**src/rtl/vrf_pkg.sv**
```systemverilog
//==============================================================================
// Module : vrf_pkg
// Shared widths, writeback entry type and FSM state type for the VRF
// writeback requester.
// Rev    : 1.0  initial release
//==============================================================================
`default_nettype none

package vrf_pkg;

  localparam int VLEN   = 256;
  localparam int BEAT_W = 64;
  localparam int REG_AW = 5;
  localparam int BEATS  = VLEN / BEAT_W;
  localparam int BW     = (BEATS > 1) ? $clog2(BEATS) : 1;

  typedef struct packed {
    logic [REG_AW-1:0] vd;
    logic [VLEN-1:0]   data;
  } vrf_wb_entry_t;

  typedef enum logic [1:0] {
    IDLE = 2'd0,
    REQ  = 2'd1,
    XFER = 2'd2
  } wb_state_e;

endpackage

`default_nettype wire

```
**src/rtl/vrf_wb_fifo.sv**
```systemverilog
//==============================================================================
// Module : vrf_wb_fifo
// Synchronous DEPTH-entry FIFO of writeback entries; head visible the cycle
// after a push, no bypass.
// Rev    : 1.0  initial release
//==============================================================================
`default_nettype none

module vrf_wb_fifo
  import vrf_pkg::*;
#(
  parameter int DEPTH = 4
) (
  input  logic                     clk,
  input  logic                     nrst,
  input  logic                     i_push,
  input  logic                     i_pop,
  input  vrf_wb_entry_t            i_wdata,
  output vrf_wb_entry_t            o_rdata,
  output logic                     o_full,
  output logic                     o_empty,
  output logic [$clog2(DEPTH):0]   o_count
);

  localparam int AW = $clog2(DEPTH);

  vrf_wb_entry_t  r_mem [DEPTH];
  logic [AW-1:0]  r_wptr;
  logic [AW-1:0]  r_rptr;
  logic [AW:0]    r_count;

  // Pointers wrap naturally because DEPTH is a power of two.
  always_ff @(posedge clk) begin
    if (!nrst) begin
      r_wptr  <= '0;
      r_rptr  <= '0;
      r_count <= '0;
    end else begin
      if (i_push) r_wptr <= r_wptr + AW'(1);
      if (i_pop)  r_rptr <= r_rptr + AW'(1);
      r_count <= r_count + {{AW{1'b0}}, i_push} - {{AW{1'b0}}, i_pop};
    end
  end

  always_ff @(posedge clk) begin
    if (i_push) r_mem[r_wptr] <= i_wdata;
  end

  assign o_rdata = r_mem[r_rptr];
  assign o_full  = (r_count == (AW+1)'(DEPTH));
  assign o_empty = (r_count == '0);
  assign o_count = r_count;

endmodule

`default_nettype wire

```
**src/rtl/vrf_wb_requester.sv**
```systemverilog
//==============================================================================
// Module : vrf_wb_requester
// VALU writeback agent: buffers results, requests the VRF port and writes each
// vector as BEATS beats, resuming at the held beat after preemption.
// Optional: VRF_WB_STATS_EN adds stall_cnt / vec_cnt statistics ports.
// Rev    : 1.0  initial release
//==============================================================================
`default_nettype none

module vrf_wb_requester
  import vrf_pkg::*;
#(
  parameter int DEPTH = 4
) (
  input  logic                   clk,
  input  logic                   nrst,
  input  logic                   in_valid,
  output logic                   in_ready,
  input  logic [REG_AW-1:0]      in_vd,
  input  logic [VLEN-1:0]        in_data,
  output logic                   valu_req,
  input  logic                   valu_gnt,
  output logic                   vrf_we,
  output logic [REG_AW+BW-1:0]   vrf_waddr,
  output logic [BEAT_W-1:0]      vrf_wdata,
`ifdef VRF_WB_STATS_EN
  output logic [31:0]            stall_cnt,
  output logic [31:0]            vec_cnt,
`endif
  output logic                   wb_busy
);

  localparam int             CW          = $clog2(DEPTH) + 1;
  localparam logic [BW-1:0]  C_LAST_BEAT = BW'(BEATS - 1);

  vrf_wb_entry_t  w_push_entry;
  vrf_wb_entry_t  w_head;
  logic           w_full;
  logic           w_empty;
  logic [CW-1:0]  w_count;
  logic [CW-1:0]  w_count_next;
  logic           w_push;
  logic           w_last;
  logic [BW-1:0]  r_beat_cnt;
  logic           r_req;
  wb_state_e      r_state;
  wb_state_e      w_state_next;

  assign w_push_entry = '{vd: in_vd, data: in_data};
  assign w_push       = in_valid && !w_full;
  assign in_ready     = !w_full;

  // A grant is only an ownership token; with nothing buffered it is dropped.
  assign vrf_we       = valu_gnt && !w_empty;
  assign w_last       = vrf_we && (r_beat_cnt == C_LAST_BEAT);
  assign w_count_next = w_count + CW'(w_push) - CW'(w_last);

  vrf_wb_fifo #(
    .DEPTH (DEPTH)
  ) u_fifo (
    .clk     (clk),
    .nrst    (nrst),
    .i_push  (w_push),
    .i_pop   (w_last),
    .i_wdata (w_push_entry),
    .o_rdata (w_head),
    .o_full  (w_full),
    .o_empty (w_empty),
    .o_count (w_count)
  );

  assign vrf_waddr = w_empty ? '0 : {w_head.vd, r_beat_cnt};
  assign vrf_wdata = w_empty ? '0 : w_head.data[int'(r_beat_cnt)*BEAT_W +: BEAT_W];
  assign valu_req  = r_req;
  assign wb_busy   = (r_state != IDLE);

  always_ff @(posedge clk) begin
    if (!nrst) begin
      r_beat_cnt <= '0;
      r_req      <= 1'b0;
      r_state    <= IDLE;
    end else begin
      if (vrf_we) r_beat_cnt <= w_last ? '0 : r_beat_cnt + BW'(1);
      r_req   <= (w_count_next != '0);
      r_state <= w_state_next;
    end
  end

  always_comb begin
    w_state_next = r_state;
    case (r_state)
      IDLE: if (w_push) w_state_next = REQ;
      REQ: begin
        if (w_last)      w_state_next = (w_count_next != '0) ? REQ : IDLE;
        else if (vrf_we) w_state_next = XFER;
      end
      XFER: if (w_last) w_state_next = (w_count_next != '0) ? REQ : IDLE;
      default: w_state_next = IDLE;
    endcase
  end

`ifdef VRF_WB_STATS_EN
  logic [31:0] r_stall_cnt;
  logic [31:0] r_vec_cnt;

  always_ff @(posedge clk) begin
    if (!nrst) begin
      r_stall_cnt <= '0;
      r_vec_cnt   <= '0;
    end else begin
      if (r_req && !valu_gnt && (r_stall_cnt != 32'hFFFF_FFFF)) r_stall_cnt <= r_stall_cnt + 32'd1;
      if (w_last) r_vec_cnt <= r_vec_cnt + 32'd1;
    end
  end

  assign stall_cnt = r_stall_cnt;
  assign vec_cnt   = r_vec_cnt;
`endif

endmodule

`default_nettype wire
```
**config.mk**
```make
export PLATFORM = sky130hd
export DESIGN_NAME = vrf_wb_requester
export DESIGN_NICKNAME = d
export VERILOG_FILES = /design/src/rtl/vrf_pkg.sv /design/src/rtl/vrf_wb_fifo.sv /design/src/rtl/vrf_wb_requester.sv
export SDC_FILE = /design/constraint.sdc
export NUM_CORES = 1
export LEC_CHECK = 0
export BUFFER_PORTS_ARGS = -buffer_cell sky130_fd_sc_hd__buf_2
export CAP_MARGIN = 10
export CORE_UTILIZATION = 35
export DETAILED_ROUTE_END_ITERATION = 16
export MAX_ROUTING_LAYER = met4
export PLACE_DENSITY = 0.61
export SLEW_MARGIN = 25
export SYNTH_ARGS = -nofsm -noshare
export SYNTH_HDL_FRONTEND = slang
export SYNTH_SLANG_ARGS = --single-unit
```
**constraint.sdc**
```tcl
create_clock -name clk -period 7.95 [get_ports clk]
set_clock_uncertainty 0.15 [all_clocks]
set_input_delay 0.795 -clock clk [delete_from_list [all_inputs] [get_ports clk]]
set_output_delay 0.795 -clock clk [all_outputs]
set_load 0.005 [all_outputs]
```
* After elaboration in Yosys (flattened, before gate mapping)
Memory sizes are Yosys's and may differ from the RTL's. A register that Yosys moved wholly into a read port is not among the register bits. Cells that the tools add are included.
Word-level totals: flip-flop bits (word level) 12, bits in writable memories 1044, bits of input ports 265, word-level logic and storage cells 43, memories kept 1
Memories:
- u_fifo.r_mem | words 4, bits a word 261, read ports 1, clocked after Yosys merged registers in 1, write ports 1, RTL line vrf_wb_fifo.sv:27 | vrf_wb_entry_t r_mem [DEPTH];
Operators by class: $add $sub $neg 5, eq/ne operators 7, shift-type cells 1, muxes and demuxes 13, reductions and logical operators 10
Operator list (count):
- 256-bit by 9-bit indexed part select with 64-bit output | 1
- 64-bit two-way mux | 1
- 2-bit two-way mux | 7
- 7-bit two-way mux | 1
- 2-bit by 1-bit adder with 2-bit output (second input constant) | 3
- 2-bit one-hot mux with 3 select lines | 1
- 2-bit equality test (second input constant) | 2
- 2-bit by 1-bit != test with 1-bit output (second input constant) | 2
- 3-bit by 1-bit adder with 3-bit output | 1
- 3-bit equality test (second input constant) | 1
- 1-bit logical AND | 3
- 3-bit logical NOT | 1
- 1-bit two-way mux | 3
- 3-bit by 2-bit != test with 1-bit output (second input constant) | 1
- 3-bit AND reduction | 1
- 3-bit nonzero test | 1
- 3-bit by 1-bit subtractor with 3-bit output | 1
- 2-bit by 1-bit equality test with 1-bit output (second input constant) | 1
- 1-bit logical NOT | 2
- 2-bit logical NOT | 1
- 2-bit nonzero test | 1

* Depth between registers and ports, before layout
Gate-level depths: netlist of the first run.
word-level depth 9, gate-level depth with buffers 13, depth with buffers taken out 12

* Hierarchy
From an unflattened synthesis of the first run, not the netlist that was laid out.
Unflattened totals: cell total of the unflattened synthesis 1600, area total of the unflattened synthesis 40438.8 sq um
By module, submodules not included:
- vrf_wb_fifo | instances 1, cells each 1406, area an instance 38090.3 sq um, seq. area each 31530.2 sq um
- vrf_wb_requester | instances 1, cells each 194, area an instance 2348.5 sq um, seq. area each 100.1 sq um

* Worst setup path before layout of the first run
Ideal clock, no wire load.
kind input to register, start input port in_valid, end memory u_fifo.r_mem[0][0] (netlist bit), enable pin, data arrival time 6.762 ns, required time 7.142 ns, slack 0.380 ns, stages 1, cell sequence and3_1
On the way: longest elaborated chain between the ends 3
Ends and longest elaborated chain:
- from (decl) | RTL line vrf_wb_requester.sv:17 | input logic in_valid,
- 1-bit logical AND | RTL line vrf_wb_requester.sv:50 | assign w_push = in_valid && !w_full;
- 1-bit two-way mux | RTL line vrf_wb_fifo.sv:46 | if (i_push) r_mem[r_wptr] <= i_wdata;
- 1-bit two-way mux (not written as such) | RTL line vrf_wb_fifo.sv:46
- to (decl) | RTL line vrf_wb_fifo.sv:27
Every way passes these cells.

* Worst setup path after layout of the first run
start register r_beat_cnt[0], end output port vrf_wdata[13]
On the way: longest elaborated chain between the ends 2
Ends and longest elaborated chain:
- from (decl) | RTL line vrf_wb_requester.sv:44 | logic [BW-1:0] r_beat_cnt;
- from (signal assigned) | RTL line vrf_wb_requester.sv:83 | if (vrf_we) r_beat_cnt <= w_last ? '0 : r_beat_cnt + BW'(1);
- 256-bit by 9-bit indexed part select with 64-bit output | RTL line vrf_wb_requester.sv:73 | assign vrf_wdata = w_empty ? '0 : w_head.data[int'(r_beat_cnt)*BEAT_W +: BEAT_W];
- 64-bit two-way mux | RTL line vrf_wb_requester.sv:73
- to (decl) | RTL line vrf_wb_requester.sv:25 | output logic [BEAT_W-1:0] vrf_wdata,
Every way passes these cells.

==> impl_metrics.prom, run 1 <==
# TYPE chip_impl_metric gauge
chip_impl_info{name="run_status",value="complete, no violations"} 1
chip_impl_metric{name="initial_core_util",unit="%"} 35.5
chip_impl_metric{name="num_vias",unit=""} 18213
chip_impl_metric{name="drive_gt1_share",unit="%"} 37.1
chip_impl_info{name="worstSetupStartpointType",value="register"} 1
chip_impl_metric{name="cts_post_setup_buffers_inserted",unit=""} 0
chip_impl_metric{name="worst_slew_pin_slew",unit="ns"} 1.14
chip_impl_metric{name="ys_types",unit=""} 34
chip_impl_info{name="synth_top_family_by_area",value="multiplexers"} 1
chip_impl_metric{name="die_area",unit="mm²"} 0.116
chip_impl_info{name="crit_type",value="reg -> out"} 1
chip_impl_metric{name="die_w",unit="µm"} 341
chip_impl_metric{name="r2r_cells",unit=""} 12
chip_impl_metric{name="grt_start_max_net_pins",unit=""} 134
chip_impl_info{name="synth_area_leaders",value="sky130_fd_sc_hd__edfxtp_1, sky130_fd_sc_hd__mux4_2, sky130_fd_sc_hd__mux2i_1, sky130_fd_sc_hd__o22ai_1, sky130_fd_sc_hd__dfxtp_1"} 1
chip_impl_metric{name="synthSimpleGateAreaFrac",unit="%"} 0.554
chip_impl_metric{name="antenna_found_initial",unit=""} 34
chip_impl_metric{name="drv.max_cap_violation_count",unit=""} 0
chip_impl_metric{name="power.ir.vdd_worst",unit="µV"} 190
chip_impl_metric{name="final-max-slew-violation-count",unit=""} 0
chip_impl_metric{name="layout_area_growth_over_synthesis",unit="%"} 17.8
chip_impl_info{name="post-synth-top-area-cell",value="sky130_fd_sc_hd__edfxtp_1"} 1
chip_impl_metric{name="required",unit="ns"} 7.01
chip_impl_metric{name="synth_xor_xnor_area_share",unit="%"} 0.146
chip_impl_metric{name="path_max_fanout",unit=""} 36
chip_impl_metric{name="setup-tns-final",unit="ns"} 0
chip_impl_metric{name="power_leakage",unit="nW"} 15.0
chip_impl_metric{name="grt_pass1_wl",unit="µm"} 126000
chip_impl_metric{name="post-place-cells",unit=""} 3439
chip_impl_metric{name="period_share",unit="%"} 55.9
chip_impl_metric{name="synth.cell_area",unit="mm²"} 0.0402
chip_impl_metric{name="drtPass1Iterations",unit=""} 5
chip_impl_metric{name="worst_ep_arrival_time",unit="ns"} 3.50
chip_impl_metric{name="gp_routability_congestion",unit=""} 0.739
chip_impl_metric{name="groute.usage.overall",unit="%"} 15.0
chip_impl_metric{name="switchingPower",unit="mW"} 3.24
chip_impl_metric{name="drt_iter0_markers",unit=""} 1042
chip_impl_metric{name="path_clk_slew",unit="ns"} 0.06
chip_impl_metric{name="achievable-frequency",unit="MHz"} 225
chip_impl_metric{name="nNetsFinal",unit=""} 2323
chip_impl_metric{name="muxShareOfSynthArea",unit="%"} 17.8
chip_impl_info{name="tritoncts",value="built"} 1
chip_impl_metric{name="wl_per_cell",unit="µm"} 23.0
chip_impl_metric{name="cts_inserted_buffers",unit=""} 109
chip_impl_info{name="most_numerous_cell_on_the_critical_path",value="sky130_fd_sc_hd__buf_4"} 1
chip_impl_metric{name="slew_headroom",unit="%"} 24.2
chip_impl_metric{name="die_height",unit="µm"} 341
chip_impl_metric{name="cts_resized",unit=""} 0
chip_impl_metric{name="finalSetupViolations",unit=""} 0
chip_impl_metric{name="num_rows",unit=""} 123
chip_impl_metric{name="detailedPlacementHpwl",unit="µm"} 49000
chip_impl_info{name="cts.root.buffer_cell",value="sky130_fd_sc_hd__clkbuf_16"} 1
chip_impl_metric{name="drt_drc_violations_left",unit=""} 0
chip_impl_metric{name="whs_path_depth",unit=""} 1
chip_impl_metric{name="post_synth.cell_area_avg",unit="µm²"} 24.1
chip_impl_info{name="timing.hold.worst.class",value="in -> reg"} 1
chip_impl_metric{name="synthesis.instances",unit=""} 1666
chip_impl_metric{name="final-hold-violation-count",unit=""} 0
chip_impl_metric{name="cts-htree-levels",unit=""} 3
chip_impl_metric{name="place.port_buffers",unit=""} 339
chip_impl_metric{name="power.total",unit="mW"} 13.7
chip_impl_metric{name="clock_latency_late_sink",unit="ns"} 0.67
chip_impl_metric{name="final_antenna_net_count",unit=""} 0
chip_impl_info{name="crit_path_end_kind",value="output pin"} 1
chip_impl_metric{name="synth_compound_gate_area_share",unit="%"} 1.13
chip_impl_metric{name="cts.path.max_buffers",unit=""} 3
chip_impl_metric{name="routed_via_density",unit=""} 4.96
chip_impl_info{name="path_cells",value="buf_4 > buf_4 > mux2i_1 > o22ai_1 > buf_2"} 1
chip_impl_info{name="rsz0062_at_grt",value="false"} 1
chip_impl_metric{name="ios",unit=""} 340
chip_impl_metric{name="synth_sequential_area_ratio",unit="%"} 78.7
chip_impl_metric{name="setup_slack",unit="ns"} 3.50
chip_impl_info{name="timing.critical_path.slowest_stage_cell",value="sky130_fd_sc_hd__buf_4"} 1
chip_impl_metric{name="synthesis.nets",unit=""} 1938
chip_impl_metric{name="grt_pass1_vias",unit=""} 19819
chip_impl_metric{name="yosysWarningCount",unit=""} 0
chip_impl_metric{name="stdcell_count",unit=""} 3675
chip_impl_metric{name="finalCriticalPeriod",unit="ns"} 4.45
chip_impl_metric{name="cellInternalPower",unit="mW"} 10.4
chip_impl_metric{name="synth-adder-area-share",unit="%"} 0.237
chip_impl_metric{name="core",unit="mm²"} 0.113
chip_impl_metric{name="power.switching_fraction",unit="%"} 23.7
chip_impl_metric{name="routed_wire_length",unit="µm"} 84400
chip_impl_metric{name="quantity_of_hold_fixing_buffers_added_after_cts",unit=""} 0
chip_impl_metric{name="clock-sinks",unit=""} 1058
chip_impl_metric{name="ys_seq_elements",unit=""} 1058
chip_impl_metric{name="power_frac_clock",unit="%"} 37.6
chip_impl_metric{name="power_per_cell_area",unit="mW/mm²"} 289
chip_impl_metric{name="place_worst_setup_slack",unit="ns"} 3.91
chip_impl_metric{name="hold_slack",unit="ns"} 0.166
chip_impl_metric{name="share_comb_of_total_power",unit="%"} 11.9
chip_impl_metric{name="power.sequential.fraction",unit="%"} 50.5
chip_impl_metric{name="grt_overflow_total",unit=""} 0
chip_impl_metric{name="yosys.area.top_type_share",unit="%"} 78.0
chip_impl_metric{name="timing.critical_path.slowest_cell_delay",unit="ns"} 0.73
## cell usage after synthesis
library cell and n:
sky130_fd_sc_hd__a21boi_0 2, sky130_fd_sc_hd__a21oi_1 2, sky130_fd_sc_hd__a311oi_1 1, sky130_fd_sc_hd__and2_1 13, sky130_fd_sc_hd__and3_1 4, sky130_fd_sc_hd__buf_1 3, sky130_fd_sc_hd__buf_2 36, sky130_fd_sc_hd__buf_4 2
sky130_fd_sc_hd__buf_6 21, sky130_fd_sc_hd__clkbuf_1 29, sky130_fd_sc_hd__dfxtp_1 14, sky130_fd_sc_hd__edfxtp_1 1044, sky130_fd_sc_hd__fa_1 1, sky130_fd_sc_hd__ha_1 6, sky130_fd_sc_hd__inv_1 4, sky130_fd_sc_hd__inv_2 1
sky130_fd_sc_hd__mux2i_1 129, sky130_fd_sc_hd__mux4_2 261, sky130_fd_sc_hd__nand2_1 5, sky130_fd_sc_hd__nand2_2 1, sky130_fd_sc_hd__nand2b_1 3, sky130_fd_sc_hd__nand3_1 1, sky130_fd_sc_hd__nor2_1 2, sky130_fd_sc_hd__nor2b_1 3
sky130_fd_sc_hd__nor3_1 1, sky130_fd_sc_hd__nor4b_1 1, sky130_fd_sc_hd__o21a_1 2, sky130_fd_sc_hd__o21ai_0 1, sky130_fd_sc_hd__o22ai_1 64, sky130_fd_sc_hd__or2_2 1, sky130_fd_sc_hd__or3_1 2, sky130_fd_sc_hd__or3b_1 1
sky130_fd_sc_hd__xnor2_1 4, sky130_fd_sc_hd__xor3_1 1
## registers in the layout (all words and copies together), names as in the netlist, named ones only
register	cells
u_fifo.r_mem	1044
u_fifo.o_count	3
r_beat_cnt	2
r_state	2
u_fifo.r_rptr	2
u_fifo.r_wptr	2
valu_req	1
## power groups by stage
stage	registers, mW	clock network (mW)	logic, mW
after floorplan	7.13	0	0.960
after global placement	6.99	0	1.65
after detailed placement	7.03	0	1.67
after CTS	6.92	5.30	1.68
after global routing	6.95	5.51	1.76
final	6.91	5.14	1.63
## metal layers
metal | global-route usage, % | wire length (µm) | share of wire [%] | vias to the layer above
met3 | 4.18 | 5600 | 6.6 | 110
met2 | 24.9 | 43600 | 52 | 476
met4 | 4.01 | 1440 | 1.7 | 0
li1 | - | - | - | 7994
met5 | - | 0 | 0 | -
met1 | 17.8 | 33800 | 40 | 9633
## through the flow
step,cell area (µm²),util [%]
after floorplan,40200,-
after global placement,43500,38.5
after detailed placement,43500,38.5
after CTS,47300,41.8
after global routing,47300,41.9
final,47400,41.9
## cell families after synthesis
kind of cell | count (synthesis)
buffers and inverters | 96
flip-flops | 1058
AND/OR/NAND/NOR | 38
AO/OA/AOI/OAI | 72
multiplexers | 390
adder cells (fa/ha/maj) | 7
XOR/XNOR | 5
## cell usage in the layout, fill, tap and decap left out, types with 2 or more instances in the layout
cell type | netlist | routed
sky130_fd_sc_hd__buf_12 | 0 | 7
sky130_fd_sc_hd__buf_4 | 2 | 18
sky130_fd_sc_hd__nor2_1 | 2 | 2
sky130_fd_sc_hd__clkinv_2 | 0 | 20
sky130_fd_sc_hd__a21oi_1 | 2 | 2
sky130_fd_sc_hd__dfxtp_1 | 14 | 11
sky130_fd_sc_hd__mux4_2 | 261 | 261
sky130_fd_sc_hd__clkinv_4 | 0 | 2
sky130_fd_sc_hd__clkbuf_8 | 0 | 3
sky130_fd_sc_hd__nor2b_1 | 3 | 3
sky130_fd_sc_hd__xnor2_1 | 4 | 4
sky130_fd_sc_hd__nand2_1 | 5 | 4
sky130_fd_sc_hd__a21boi_0 | 2 | 2
sky130_fd_sc_hd__and2_1 | 13 | 13
sky130_fd_sc_hd__clkinv_16 | 0 | 6
sky130_fd_sc_hd__or3_1 | 2 | 2
sky130_fd_sc_hd__bufinv_16 | 0 | 13
sky130_fd_sc_hd__buf_2 | 36 | 339
sky130_fd_sc_hd__clkbuf_1 | 29 | 29
sky130_fd_sc_hd__dfxtp_4 | 0 | 3
sky130_fd_sc_hd__ha_1 | 6 | 6
sky130_fd_sc_hd__mux2i_1 | 129 | 129
sky130_fd_sc_hd__o21a_1 | 2 | 2
sky130_fd_sc_hd__nand2b_1 | 3 | 2
sky130_fd_sc_hd__and3_4 | 0 | 4
sky130_fd_sc_hd__edfxtp_1 | 1044 | 1044
sky130_fd_sc_hd__clkbuf_16 | 0 | 110
sky130_fd_sc_hd__diode_2 | 0 | 28
sky130_fd_sc_hd__o22ai_1 | 64 | 64
sky130_fd_sc_hd__clkinvlp_4 | 0 | 2
sky130_fd_sc_hd__inv_1 | 4 | 4
sky130_fd_sc_hd__clkinv_1 | 0 | 19
## final timing paths
path	slack, ns	from	endpoint
min reg2reg	0.41	r_beat_cnt[1]	r_beat_cnt[1]
max reg2reg	4.64	u_fifo.o_count[1]	r_state[0]
max	3.50	r_beat_cnt[0]	vrf_wdata[13]
min	0.17	in_data[231]	u_fifo.r_mem[3][231]
## critical path, delay by kind of cell, from the launching register on
kind | cells | cell delay, ns
buf+inv | 3 | 1.61
flops | 1 | 0.62
compound gates | 1 | 0.12
mux | 1 | 0.39
## final cells by class
class | count | area [µm²]
inverters | 5 | 18.8
flip-flops and latches | 1058 | 31600
clock inverters | 65 | 811
fillers | 9770 | 65800
multi-input cells | 512 | 8040
repair buffers | 365 | 2000
diodes | 28 | 70.1
well taps | 1500 | 1880
clock buffers | 142 | 2900
Note: power is estimated with default switching activity, not from simulation.
==> run 2: changes to the inputs <==
PLACE_DENSITY = 0.59   (was 0.61)
clock period = 4.5 ns   (was 7.95 ns; I/O delays follow)
==> run 2 against run 1 <==
Against the previous run: global-route usage is 1.2 points higher; final area is 6.1% higher; via count is 7.7% higher; sequential power is 77% higher; setup slack worse by 2.6 ns; routed wire length is 8.1% higher; clock-buffer cell count is 5 lower; non-clock buffer count is 315 higher; clock power is 68% higher; total power is 76% higher; cell count is 8.0% higher; critical path type unchanged.
==> impl_metrics.prom, run 2 (same netlist as run 1, synthesis figures left out) <==
# TYPE chip_impl_metric gauge
chip_impl_metric{name="path_max_fanout",unit=""} 27
chip_impl_info{name="mostFrequentLayoutCell",value="sky130_fd_sc_hd__edfxtp_1"} 1
chip_impl_metric{name="r2r_cells",unit=""} 12
chip_impl_metric{name="finalCriticalPeriod",unit="ns"} 3.64
chip_impl_metric{name="gp_routability_congestion",unit=""} 0.745
chip_impl_metric{name="place_worst_setup_slack",unit="ns"} 1.32
chip_impl_metric{name="routed_wire_length",unit="µm"} 91300
chip_impl_metric{name="power.switching_fraction",unit="%"} 24.2
chip_impl_metric{name="clock_latency_late_sink",unit="ns"} 0.67
chip_impl_metric{name="drv.max_cap_violation_count",unit=""} 0
chip_impl_metric{name="groute.usage.overall",unit="%"} 16.2
chip_impl_metric{name="grt_pass1_vias",unit=""} 21383
chip_impl_metric{name="layout_area_growth_over_synthesis",unit="%"} 25.0
chip_impl_info{name="worstSetupStartpointType",value="register"} 1
chip_impl_info{name="run_status",value="complete, no violations"} 1
chip_impl_metric{name="cellInternalPower",unit="mW"} 18.3
chip_impl_metric{name="wl_per_cell",unit="µm"} 23.0
chip_impl_metric{name="finalSetupViolations",unit=""} 0
chip_impl_metric{name="cts_inserted_buffers",unit=""} 109
chip_impl_metric{name="die_w",unit="µm"} 341
chip_impl_info{name="crit_path_end_kind",value="output pin"} 1
chip_impl_metric{name="regToRegSetupSlack",unit="ns"} 1.29
chip_impl_metric{name="routed_via_density",unit=""} 4.94
chip_impl_metric{name="achievable-frequency",unit="MHz"} 274
chip_impl_metric{name="final_antenna_net_count",unit=""} 0
chip_impl_metric{name="num_vias",unit=""} 19614
chip_impl_metric{name="period_share",unit="%"} 81.0
chip_impl_info{name="tritoncts",value="built"} 1
chip_impl_info{name="cts.root.buffer_cell",value="sky130_fd_sc_hd__clkbuf_16"} 1
chip_impl_metric{name="switchingPower",unit="mW"} 5.83
chip_impl_metric{name="core",unit="mm²"} 0.113
chip_impl_metric{name="power.ir.vdd_worst",unit="µV"} 289
chip_impl_metric{name="ios",unit=""} 340
chip_impl_metric{name="path_clk_slew",unit="ns"} 0.06
chip_impl_metric{name="worst_slew_pin_slew",unit="ns"} 1.01
chip_impl_metric{name="antenna_found_initial",unit=""} 15
chip_impl_metric{name="final-max-slew-violation-count",unit=""} 0
chip_impl_metric{name="slew_headroom",unit="%"} 32.8
chip_impl_info{name="r2r-start",value="u_fifo.o_count[1]"} 1
chip_impl_metric{name="worst_ep_arrival_time",unit="ns"} 3.04
chip_impl_metric{name="drive_gt1_share",unit="%"} 33.9
chip_impl_metric{name="cts-htree-levels",unit=""} 3
chip_impl_info{name="largest_register",value="u_fifo.r_mem"} 1
chip_impl_metric{name="drt_iter0_markers",unit=""} 1319
chip_impl_metric{name="cts.path.max_buffers",unit=""} 3
chip_impl_metric{name="share_comb_of_total_power",unit="%"} 13.7
chip_impl_metric{name="power_leakage",unit="nW"} 16.3
chip_impl_info{name="crit_type",value="reg -> out"} 1
chip_impl_metric{name="drtPass1Iterations",unit=""} 5
chip_impl_metric{name="num_rows",unit=""} 123
chip_impl_info{name="timing.hold.worst.class",value="in -> reg"} 1
chip_impl_metric{name="grt_overflow_total",unit=""} 0
chip_impl_metric{name="detailedPlacementHpwl",unit="µm"} 55500
chip_impl_metric{name="required",unit="ns"} 3.90
chip_impl_info{name="critical_path.endpoint",value="vrf_wdata[46]"} 1
chip_impl_info{name="end_of_the_worst_register_to_register_path",value="r_state[0]"} 1
chip_impl_metric{name="die_height",unit="µm"} 341
chip_impl_metric{name="final-hold-violation-count",unit=""} 0
chip_impl_metric{name="largest_reg_flops",unit=""} 1044
chip_impl_metric{name="power_per_cell_area",unit="mW/mm²"} 480
chip_impl_metric{name="grt_pass1_wl",unit="µm"} 137000
chip_impl_info{name="most-common-layout-cells",value="sky130_fd_sc_hd__edfxtp_1, sky130_fd_sc_hd__buf_2, sky130_fd_sc_hd__dlygate4sd3_1"} 1
chip_impl_metric{name="setup-tns-final",unit="ns"} 0
chip_impl_metric{name="cts_post_setup_buffers_inserted",unit=""} 0
chip_impl_metric{name="place.port_buffers",unit=""} 339
chip_impl_info{name="rsz0062_at_grt",value="false"} 1
chip_impl_metric{name="clock-sinks",unit=""} 1058
chip_impl_metric{name="power.sequential.fraction",unit="%"} 50.6
chip_impl_metric{name="drt_drc_violations_left",unit=""} 0
chip_impl_metric{name="grt_start_max_net_pins",unit=""} 71
chip_impl_metric{name="power_frac_clock",unit="%"} 35.8
chip_impl_metric{name="die_area",unit="mm²"} 0.116
chip_impl_metric{name="nNetsFinal",unit=""} 2638
chip_impl_metric{name="setup_slack",unit="ns"} 0.856
chip_impl_metric{name="initial_core_util",unit="%"} 35.5
[run 2: worst max-delay path, cell delays in order (launching register included)]
cell and delay, ns:
sky130_fd_sc_hd__dfxtp_4 0.67, sky130_fd_sc_hd__buf_4 0.57, sky130_fd_sc_hd__mux4_2 0.58, sky130_fd_sc_hd__mux2i_1 0.24, sky130_fd_sc_hd__o22ai_1 0.11, sky130_fd_sc_hd__buf_2 0.17
[run 2: power groups by stage]
stage                     combinational (mW)  sequential, mW  clock (mW)
after floorplan                         1.70            12.4           0
after global placement                  3.12            12.3           0
after detailed placement                3.17            12.4           0
after CTS                               3.39            12.2        8.85
after global routing                    3.54            12.3        9.22
final                                   3.29            12.2        8.62
[run 2: area by class of cell]
type,count,area (µm²)
Tap cell,1500,1880
Inverter,5,18.8
Clock inverter,61,569
Antenna cell,17,42.5
Timing Repair Buffer,680,5220
Sequential cell,1058,31600
Fill cell,9609,62900
Clock buffer,137,2830
Multi-Input combinational cell,512,8040
[run 2: per-layer routing]
layer  track usage (%)  part of all wire [%]
met1              20.4                    42
met2              26.8                    51
met3              2.76                   5.0
met4              4.82                   2.0
met5                 -                     0
[run 2: worst min path at each step]
stage / cells after the start / endpoint / startpoint
CTS: 4 / r_state[0] / in_valid
global placement: 2 / r_beat_cnt[1] / r_beat_cnt[1]
floorplan: 2 / r_beat_cnt[1] / r_beat_cnt[1]
global route: 4 / r_state[0] / in_valid
detailed placement: 2 / r_beat_cnt[1] / r_beat_cnt[1]
finish: 4 / r_state[0] / in_valid
[run 2: what timing repair did]
item	CTS	global route
endpoints found under the hold margin	1058	0
gates resized for setup	0	0
hold buffers	263	0
[run 2: metrics by stage]
step	utilization, %	instances	instance area, µm²	total power, mW	hold slack, ns
2_1_floorplan	-	1666	40200	14.1	0.318
4_1_cts	44.4	3953	50200	24.4	0.103
3_3_place_gp	39.0	3492	44200	15.4	0.373
6_report	44.4	3970	50200	24.1	0.163
5_1_grt	44.4	3966	50200	25.0	0.138
3_5_place_dp	39.0	3492	44200	15.6	0.387
==> run 3: changes to the inputs <==
clock period = 3.5 ns   (was 4.5 ns; I/O delays follow)
==> run 3 against run 2 <==
Against the previous run: sequential power rose by 28%; critical path type unchanged; largest cell class unchanged; setup slack worse by 0.61 ns; cell count is 0.10% higher.
==> impl_metrics.prom, run 3 (same netlist as run 1, synthesis figures left out) <==
# TYPE chip_impl_metric gauge
chip_impl_metric{name="finalCriticalPeriod",unit="ns"} 3.26
chip_impl_info{name="run_status",value="complete, no violations"} 1
chip_impl_info{name="r2r-start",value="u_fifo.o_count[1]"} 1
chip_impl_metric{name="place_worst_setup_slack",unit="ns"} 0.471
chip_impl_metric{name="grt_pass1_wl",unit="µm"} 133000
chip_impl_metric{name="final_antenna_net_count",unit=""} 0
chip_impl_info{name="rsz0062_at_grt",value="false"} 1
chip_impl_metric{name="drt_iter0_markers",unit=""} 1286
chip_impl_metric{name="post-place-cells",unit=""} 3495
chip_impl_metric{name="cts_resized",unit=""} 0
chip_impl_info{name="worstSetupStartpointType",value="register"} 1
chip_impl_metric{name="detailedPlacementHpwl",unit="µm"} 54800
chip_impl_metric{name="slew_headroom",unit="%"} 38.6
chip_impl_metric{name="grt_pass1_vias",unit=""} 21255
chip_impl_metric{name="wl_per_cell",unit="µm"} 22.2
chip_impl_metric{name="nNetsFinal",unit=""} 2649
chip_impl_info{name="cts.root.buffer_cell",value="sky130_fd_sc_hd__clkbuf_16"} 1
chip_impl_metric{name="cts.path.max_buffers",unit=""} 3
chip_impl_metric{name="clock-sinks",unit=""} 1058
chip_impl_info{name="timing.hold.worst.start",value="in_data[147]"} 1
chip_impl_metric{name="stdcell_count",unit=""} 3974
chip_impl_metric{name="routed_wire_length",unit="µm"} 88400
chip_impl_metric{name="final-max-slew-violation-count",unit=""} 0
chip_impl_metric{name="drtPass1Iterations",unit=""} 5
chip_impl_metric{name="grt_overflow_total",unit=""} 0
chip_impl_metric{name="drive_gt1_share",unit="%"} 34.8
chip_impl_metric{name="routed_via_density",unit=""} 4.90
chip_impl_metric{name="required",unit="ns"} 3.00
chip_impl_metric{name="ios",unit=""} 340
chip_impl_info{name="timing.hold.worst.class",value="in -> reg"} 1
chip_impl_metric{name="drt_drc_violations_left",unit=""} 0
chip_impl_info{name="holdPathEnd",value="u_fifo.r_mem[2][147]"} 1
chip_impl_metric{name="power_leakage",unit="nW"} 16.5
chip_impl_info{name="crit_path_end_kind",value="output pin"} 1
chip_impl_info{name="mostFrequentLayoutCell",value="sky130_fd_sc_hd__edfxtp_1"} 1
chip_impl_info{name="largest_register",value="u_fifo.r_mem"} 1
chip_impl_metric{name="period_share",unit="%"} 93.1
chip_impl_metric{name="cts-htree-levels",unit=""} 3
chip_impl_metric{name="initial_core_util",unit="%"} 35.5
chip_impl_metric{name="final-hold-violation-count",unit=""} 0
chip_impl_metric{name="r2r_cells",unit=""} 10
chip_impl_metric{name="setup-tns-final",unit="ns"} 0
chip_impl_metric{name="power_per_cell_area",unit="mW/mm²"} 619
chip_impl_metric{name="num_vias",unit=""} 19472
chip_impl_info{name="most-common-layout-cells",value="sky130_fd_sc_hd__edfxtp_1, sky130_fd_sc_hd__buf_2, sky130_fd_sc_hd__dlygate4sd3_1"} 1
chip_impl_metric{name="regToRegSetupSlack",unit="ns"} 0.43
chip_impl_metric{name="power.ir.vdd_worst",unit="µV"} 450
chip_impl_metric{name="achievable-frequency",unit="MHz"} 307
chip_impl_metric{name="whs_path_depth",unit=""} 2
chip_impl_metric{name="path_clk_slew",unit="ns"} 0.06
chip_impl_metric{name="clock_latency_late_sink",unit="ns"} 0.69
chip_impl_metric{name="cts_inserted_buffers",unit=""} 111
chip_impl_metric{name="drv.max_cap_violation_count",unit=""} 0
chip_impl_metric{name="groute.usage.overall",unit="%"} 15.7
chip_impl_metric{name="grt_start_max_net_pins",unit=""} 76
chip_impl_metric{name="gp_routability_congestion",unit=""} 0.765
chip_impl_info{name="crit_type",value="reg -> out"} 1
chip_impl_metric{name="hold_slack",unit="ns"} 0.264
chip_impl_metric{name="die_area",unit="mm²"} 0.116
chip_impl_metric{name="worst_ep_arrival_time",unit="ns"} 2.76
chip_impl_metric{name="setup_slack",unit="ns"} 0.243
chip_impl_metric{name="worst_slew_pin_slew",unit="ns"} 0.921
chip_impl_metric{name="place.port_buffers",unit=""} 339
chip_impl_metric{name="finalSetupViolations",unit=""} 0
chip_impl_metric{name="largest_reg_flops",unit=""} 1044
chip_impl_metric{name="core",unit="mm²"} 0.113
chip_impl_metric{name="antenna_found_initial",unit=""} 10
chip_impl_metric{name="die_w",unit="µm"} 341
chip_impl_info{name="tritoncts",value="built"} 1
chip_impl_metric{name="layout_area_growth_over_synthesis",unit="%"} 26.0
chip_impl_metric{name="num_rows",unit=""} 123
chip_impl_info{name="end_of_the_worst_register_to_register_path",value="r_state[0]"} 1
chip_impl_metric{name="die_height",unit="µm"} 341
chip_impl_metric{name="path_max_fanout",unit=""} 29
chip_impl_metric{name="final.fill_count",unit=""} 9546
run 3: cell types whose count changed in the layout (fill, tap and decap cells not counted), moves of 2 or more:
| cell | delta |
|---|---|
| sky130_fd_sc_hd__buf_12 | +16 |
| sky130_fd_sc_hd__bufinv_16 | +3 |
| sky130_fd_sc_hd__clkbuf_16 | +3 |
| sky130_fd_sc_hd__diode_2 | -6 |
| sky130_fd_sc_hd__inv_6 | +2 |
| sky130_fd_sc_hd__clkinv_1 | -8 |
| sky130_fd_sc_hd__clkinv_2 | +2 |
| sky130_fd_sc_hd__clkbuf_1 | -7 |
| sky130_fd_sc_hd__buf_4 | -8 |
| sky130_fd_sc_hd__clkinvlp_4 | +5 |
run 3: report_power, final:
group	switching [mW]	internal, mW	leakage, nW
sequential	0.263	15.4	9.69
combinational	2.45	1.80	5.05
clock	4.77	6.69	1.73
total	7.48	23.9	16.5
run 3: cell type report:
cell class | instances | area (µm²) | area share, %
Multi-Input combinational cell | 512 | 8040 | 15.9
Inverter | 5 | 18.8 | 0.0370
Clock inverter | 66 | 692 | 1.37
Sequential cell | 1058 | 31600 | 62.5
Tap cell | 1500 | 1880 | 3.70
Antenna cell | 11 | 27.5 | 0.0543
Timing Repair Buffer | 689 | 5490 | 10.8
Clock buffer | 133 | 2880 | 5.69
run 3: worst max-delay path by stage:
stage | end | slack (ns) | cells after the start
after floorplan | u_fifo.r_mem[0][0] | -0.99 | 3
after global placement | r_state[0] | 0.45 | 10
after detailed placement | r_state[0] | 0.47 | 10
after CTS | vrf_wdata[8] | 0.16 | 6
after global routing | vrf_wdata[8] | 0.1 | 6
final | vrf_wdata[8] | 0.24 | 6
run 3: repair_timing:
| item | 4_1_cts | 5_1_grt |
|---|---|---|
| setup buffers | 5 | 0 |
| setup endpoints to repair | 3 | 0 |
| endpoints found under the hold margin | 1058 | 0 |
| hold buffers | 264 | 0 |
run 3: worst max-delay path: stages, from the launching register on:
cell and delay [ns]:
sky130_fd_sc_hd__dfxtp_4 0.60, sky130_fd_sc_hd__buf_12 0.29, sky130_fd_sc_hd__buf_4 0.31, sky130_fd_sc_hd__mux4_2 0.33
sky130_fd_sc_hd__mux2i_1 0.19, sky130_fd_sc_hd__o22ai_1 0.14, sky130_fd_sc_hd__buf_2 0.15
run 3: through the flow:
| stage | utilization [%] | power (mW) | instance area (µm²) |
|---|---|---|---|
| after global routing | 44.8 | 32.5 | 50600 |
| after floorplan | - | 18.2 | 40200 |
| after global placement | 39.2 | 19.9 | 44400 |
| final | 44.8 | 31.3 | 50700 |
| after detailed placement | 39.2 | 20.0 | 44400 |
| after CTS | 44.8 | 31.7 | 50600 |
run 3: layer usage:
layer	GRT usage (%)	vias up	routed length [µm]
met5	-	-	0
met4	4.76	0	1980
met3	2.69	126	4240
met2	26.0	465	45000
met1	19.7	10276	37200
li1	-	8605	-
